==> src/rtl/div_pkg.sv <==
// Shared definitions for the sequential restoring divider.
//   state_t         : controller states (IDLE, CALC, DONE)
//   RANGE_WIDTH_DEF : default dividend/quotient width
//   HALF_WIDTH_DEF  : default divisor/remainder width
//   CNT_WIDTH_DEF   : default step-counter width
//   half_width()/cnt_width() derive the same constants for any RANGE_WIDTH.
package div_pkg;

  typedef enum logic [1:0] {IDLE, CALC, DONE} state_t;

  localparam int RANGE_WIDTH_DEF = 16;
  localparam int HALF_WIDTH_DEF  = RANGE_WIDTH_DEF / 2;
  localparam int CNT_WIDTH_DEF   = $clog2(RANGE_WIDTH_DEF);

  function automatic int half_width(input int w);
    return w / 2;
  endfunction

  // Counter only has to reach w-1, the index of the last step.
  function automatic int cnt_width(input int w);
    return (w <= 2) ? 1 : $clog2(w);
  endfunction

endpackage

==> src/rtl/div_step.sv <==
// One combinational restoring-division step.
// Ports:
//   prem_in  : partial remainder before this step (HALF_W+1 bits)
//   bit_in   : next dividend bit, MSB first
//   divisor  : divisor (HALF_W bits)
//   prem_out : partial remainder after the step
//   q_bit    : quotient bit produced by the step
module div_step
  import div_pkg::*;
#(
  parameter int HALF_W = HALF_WIDTH_DEF
) (
  input  logic [HALF_W:0]   prem_in,
  input  logic              bit_in,
  input  logic [HALF_W-1:0] divisor,
  output logic [HALF_W:0]   prem_out,
  output logic              q_bit
);

  logic [HALF_W:0] shifted;
  logic [HALF_W:0] diff;
  logic            unused_prem_top;

  // A restored remainder is always below the divisor, so its top bit is
  // zero and can be shifted out without loss.
  assign unused_prem_top = prem_in[HALF_W];
  assign shifted         = {prem_in[HALF_W-1:0], bit_in};
  assign diff            = shifted - {1'b0, divisor};
  assign q_bit           = (shifted >= {1'b0, divisor});
  assign prem_out        = q_bit ? diff : shifted;

endmodule

==> src/rtl/seq_divide.sv <==
// Sequential restoring divider: one quotient bit per clock, MSB first.
// Optional feature macro: SEQ_DIVIDE_ZERO_CHECK_EN -- a zero divisor skips
// the iteration and reports div_zero in the cycle after start.
// Ports:
//   clk       : rising-edge clock
//   reset     : synchronous, active-low reset
//   start     : request, sampled only while ready=1
//   dividend  : numerator (RANGE_WIDTH bits), captured on accepted start
//   divisor   : denominator (RANGE_WIDTH/2 bits), captured on accepted start
//   ready     : high only in IDLE
//   out_valid : one-cycle pulse marking a new result
//   quotient  : floor(dividend/divisor), held until next result
//   remainder : dividend mod divisor, held until next result
//   div_zero  : divisor was zero (always 0 without the macro)
module seq_divide
  import div_pkg::*;
#(
  parameter int RANGE_WIDTH = RANGE_WIDTH_DEF
) (
  input  logic                       clk,
  input  logic                       reset,
  input  logic                       start,
  input  logic [RANGE_WIDTH-1:0]     dividend,
  input  logic [RANGE_WIDTH/2-1:0]   divisor,
  output logic                       ready,
  output logic                       out_valid,
  output logic [RANGE_WIDTH-1:0]     quotient,
  output logic [RANGE_WIDTH/2-1:0]   remainder,
  output logic                       div_zero
);

  localparam int HALF_W = half_width(RANGE_WIDTH);
  localparam int CNT_W  = cnt_width(RANGE_WIDTH);
  localparam logic [CNT_W-1:0] LAST_STEP = CNT_W'(RANGE_WIDTH - 1);

  state_t              state, state_nxt;
  logic [CNT_W-1:0]    step_cnt;
  logic                accept;
  logic                zero_start;
  logic                last_step;

  // dq_sh shifts dividend bits out of the top and quotient bits in at the
  // bottom, so after RANGE_WIDTH steps it holds the full quotient.
  logic [RANGE_WIDTH-1:0] dq_sh;
  logic [HALF_W:0]        prem;
  logic [HALF_W-1:0]      dvs;
  logic [HALF_W:0]        prem_nxt;
  logic                   q_bit;

  assign accept    = start && (state == IDLE);
  assign last_step = (state == CALC) && (step_cnt == LAST_STEP);

`ifdef SEQ_DIVIDE_ZERO_CHECK_EN
  assign zero_start = accept && (divisor == '0);
`else
  assign zero_start = 1'b0;
`endif

  div_step #(.HALF_W(HALF_W)) u_step (
    .prem_in  (prem),
    .bit_in   (dq_sh[RANGE_WIDTH-1]),
    .divisor  (dvs),
    .prem_out (prem_nxt),
    .q_bit    (q_bit)
  );

  always_ff @(posedge clk) begin
    if (!reset) state <= IDLE;
    else        state <= state_nxt;
  end

  always_comb begin
    state_nxt = state;
    ready     = 1'b0;
    out_valid = 1'b0;
    case (state)
      IDLE: begin
        ready = 1'b1;
        if (start) state_nxt = zero_start ? DONE : CALC;
      end
      CALC: begin
        if (step_cnt == LAST_STEP) state_nxt = DONE;
      end
      DONE: begin
        out_valid = 1'b1;
        state_nxt = IDLE;
      end
      default: state_nxt = IDLE;
    endcase
  end

  // Operand capture and iteration; these never need a reset because they
  // are always reloaded before CALC is entered.
  always_ff @(posedge clk) begin
    if (accept) begin
      dq_sh <= dividend;
      prem  <= '0;
      dvs   <= divisor;
    end else if (state == CALC) begin
      dq_sh <= {dq_sh[RANGE_WIDTH-2:0], q_bit};
      prem  <= prem_nxt;
    end
  end

  // Step counter and result registers, written only on entry to DONE.
  always_ff @(posedge clk) begin
    if (!reset) begin
      step_cnt  <= '0;
      quotient  <= '0;
      remainder <= '0;
    end else begin
      if (state == CALC) step_cnt <= last_step ? '0 : step_cnt + CNT_W'(1);
      else               step_cnt <= '0;
      if (last_step) begin
        quotient  <= {dq_sh[RANGE_WIDTH-2:0], q_bit};
        remainder <= prem_nxt[HALF_W-1:0];
      end else if (zero_start) begin
        quotient  <= '1;
        remainder <= dividend[HALF_W-1:0];
      end
    end
  end

`ifdef SEQ_DIVIDE_ZERO_CHECK_EN
  logic div_zero_q;
  always_ff @(posedge clk) begin
    if (!reset)          div_zero_q <= 1'b0;
    else if (last_step)  div_zero_q <= 1'b0;
    else if (zero_start) div_zero_q <= 1'b1;
  end
  assign div_zero = div_zero_q;
`else
  assign div_zero = 1'b0;
`endif

endmodule

==> config.mk <==
export PLATFORM = sky130hd
export DESIGN_NAME = seq_divide
export DESIGN_NICKNAME = d
export VERILOG_FILES = /design/src/rtl/div_pkg.sv /design/src/rtl/div_step.sv /design/src/rtl/seq_divide.sv
export SDC_FILE = /design/constraint.sdc
export NUM_CORES = 1
export LEC_CHECK = 0
export CAP_MARGIN = 40
export CORE_MARGIN = 8
export CORE_UTILIZATION = 52
export CTS_BUF_LIST = sky130_fd_sc_hd__clkbuf_8 sky130_fd_sc_hd__clkbuf_16
export DETAILED_ROUTE_END_ITERATION = 8
export HOLD_SLACK_MARGIN = 0.05
export PLACE_DENSITY = 0.8
export SETUP_SLACK_MARGIN = 0.15
export SLEW_MARGIN = 25
export SYNTH_ARGS = -nofsm -noshare
export SYNTH_HDL_FRONTEND = slang
export SYNTH_SLANG_ARGS = --single-unit
export TNS_END_PERCENT = 1
==> constraint.sdc <==
create_clock -name clk -period 2.2 [get_ports clk]
set_input_delay 0.33 -clock clk [delete_from_list [all_inputs] [get_ports clk]]
set_output_delay 0.33 -clock clk [all_outputs]
set_load 0.01 [all_outputs]
==> results.md <==
* Clock tree buffer depth at 2
* Leading cell types in the layout, fill and taps excluded: nand2_1 (82), clkdlybuf4s50_1 (52), dfxtp_1 (38)
* Post-Syn Nets at 341
* Hpwl dp at 4860 um
* Max Fclk at 494 MHz
* Die extent in x at 90.3 um
* Via Count at 2,389
* Setup TNS Final at 0 ns
* Max stage delay on crit path at 0.38 ns
* Layout Nets at 403
* Share of cells above drive strength 1 at 11.9%
* Worst r2r path cells at 8
* Ys Warns at 0
* CTS tree: yes
* Avg Cell Area, Syn at 9.44 sq um
* WS Path Type: reg2reg
* Via density per instance at 5.39
* Htree depth at 3
* Commonest non-fill, non-tap cell in the layout: nand2_1
* Hold depth at 1
* Core area at 5410 sq um
* P&R area growth vs syn at 31.4%
* Power Density at 962 nW/um^2
* Grt total ovfl at 0
* Total GRT Usage at 17.5%
* Initial antenna violation count at 0
* Number of remaining DRC errors at 0
* First-pass GRT wire length at 11,600 um
* Clock transition at path regs at 0.07 ns
* Routed WL at 6960 um
* Skew-Pair Late Insertion Delay at 0.34 ns
* Antenna cells at 0
* CP Max Fanout at 7
* IO Port Bufs at 52
* GP Congestion at 0.923
* Max Cap Viol at 0
* Worst path cell trace: inv_1 > ha_1 > a21oi_2 > o221ai_2 > a21oi_4 > buf_4 > mux2i_1 > a21oi_1
* Gate Count Post-Synth at 304
* Drt first pass iters at 4
* Clk_skew at 0.00746 ns
* WHS at 0.454 ns
* Largest net degree at the start of global routing at 22
* Worst hold path class: reg2reg
* CP Capture Type: flop
* CTS sink count at 62
* WP data arrival at 2.24 ns
* Final Max Slew Viols at 0
* Std-Cell Rows at 27
* Outcome: finished clean
* Initial Utilization at 53.1%
* Fin crit period at 2.03 ns
* Slowest cell on the critical path: edfxtp_1
* Synth Cell Area at 2870 sq um
* Die Ht at 90.3 um
* Final Hold Fails at 0
* Final setup fails at 0
* CTS Buf Count at 9
* Synth Register Bits at 62
* Register area share after synthesis at 51.6%
* Die area at 8150 sq um
* Drt wl/cell at 15.7 um
* WP data required at 2.42 ns
* Tcrit/Tclk final at 92.1%
* Clk root buf: clkbuf_8
* P_leak at 1.53 nW
* Critical path startpoint category: flop
* Peak supply drop at 0.000549 V
* Final ANT Viol Nets at 0
* Unrepaired setup endpoints after global routing: true
* Number of global-route vias before repair at 2,347
* DR iter-0 viols at 183
* Io pins at 54
* Unique masters post-synth at 49
==> power by group <==
| group | total [mW] | internal [mW] | switching, mW |
|---|---|---|---|
| Clock | 1.10 | 0.654 | 0.442 |
| Sequential | 1.44 | 1.34 | 0.0941 |
| Combinational | 1.10 | 0.483 | 0.613 |
| Total | 3.63 | 2.48 | 1.15 |
==> worst max-delay path: cells and delay by family, from the launching register on <==
family | cells | cell delay [ns]
buffers and inverters | 2 | 0.24
flip-flops | 1 | 0.38
multiplexers | 1 | 0.22
adder cells (fa/ha/maj) | 1 | 0.27
AO/OA/AOI/OAI | 4 | 0.79
==> worst paths after layout <==
path / startpoint / slack (ns) / end
worst max-delay path: dvs[4] / 0.17 / remainder[2]
worst min-delay path: step_cnt[0] / 0.45 / step_cnt[0]
worst max register to register: dvs[4] / 0.17 / remainder[2]
worst min register to register: step_cnt[0] / 0.45 / step_cnt[0]
==> stage by stage <==
stage               util (%)  worst slack, ns  std cells  power [mW]  cell area, sq um
CTS                     69.0            0.155        440        3.58              3730
global placement        64.6            0.213        424        2.43              3490
detailed placement      64.6            0.123        424        2.46              3490
global route            69.8           0.0864        443        3.82              3770
floorplan                  -            0.291        304        2.20              2870
finish                  69.8            0.175        443        3.63              3770
==> metal layers <==
| layer | global-route usage, % | part of all wire, % | up-vias |
|---|---|---|---|
| li1 | - | - | 1167 |
| met1 | 20.1 | 42 | 1144 |
| met2 | 29.5 | 51 | 67 |
| met3 | 5.15 | 5.2 | 11 |
| met4 | 7.77 | 1.6 | 0 |
| met5 | 0 | 0 | - |
==> synth_stat cells, drive strengths merged <==
library cell	n	area [sq um]
nand4	3	18.8
o211ai	3	22.5
o211a	1	10.0
a211o	1	8.76
o221ai	1	15.0
edfxtp	24	721
fa	1	20.0
a21boi	15	113
and2	2	15.0
and3	4	25.0
or2	1	6.26
o311ai	1	8.76
dfxtp	38	761
clkinv	1	3.75
nand2b	5	31.3
o31ai	2	20.0
o21ai	15	78.8
ha	9	113
a311oi	2	23.8
mux2i	6	60.1
a21oi	12	78.8
a2111o	1	11.3
nor2	12	45.0
xnor2	2	17.5
nand2	82	308
clkbuf	7	26.3
nor2b	4	25.0
conb	1	3.75
nor3b	1	7.51
buf	8	46.3
a2111oi	1	27.5
nand4b	1	8.76
xor2	4	35.0
nand3b	1	7.51
nand3	14	70.1
a41oi	1	8.76
inv	15	56.3
a31oi	2	12.5
==> state kept, by name, summed over array words and instances, names as in the netlist <==
name	flops
dq_sh	16
quotient	16
dvs	8
prem	8
remainder	8
step_cnt	4
state	2
==> final cells by class <==
cell class                 count  area, sq um
clock buffer                  12          176
timing repair buffer          66          626
tap                           72         90.1
fill                         412         1630
inverter                      16         60.1
clock inverter                 4         50.0
sequential                    62         1480
multi-input combinational    211         1290
==> timing repair <==
item	CTS	global route
pin swaps	0	2
hold buffers	0	0
setup endpoints to repair	2	12
resized for setup	2	5
setup buffers	0	3
==> cells by family (layout without fill, tap and decap cells) <==
kind of cell | Yosys count | count (layout) | share of synthesized area, %
other | 1 | 1 | 0.131
buffers and inverters | 31 | 98 | 4.62
AND/OR/NAND/NOR | 130 | 130 | 19.8
XOR/XNOR | 6 | 6 | 1.83
multiplexers | 6 | 6 | 2.09
adder cells (fa/ha/maj) | 10 | 10 | 4.62
flip-flops | 62 | 62 | 51.6
AO/OA/AOI/OAI | 58 | 58 | 15.3
Power figures use the tool's default switching activity.
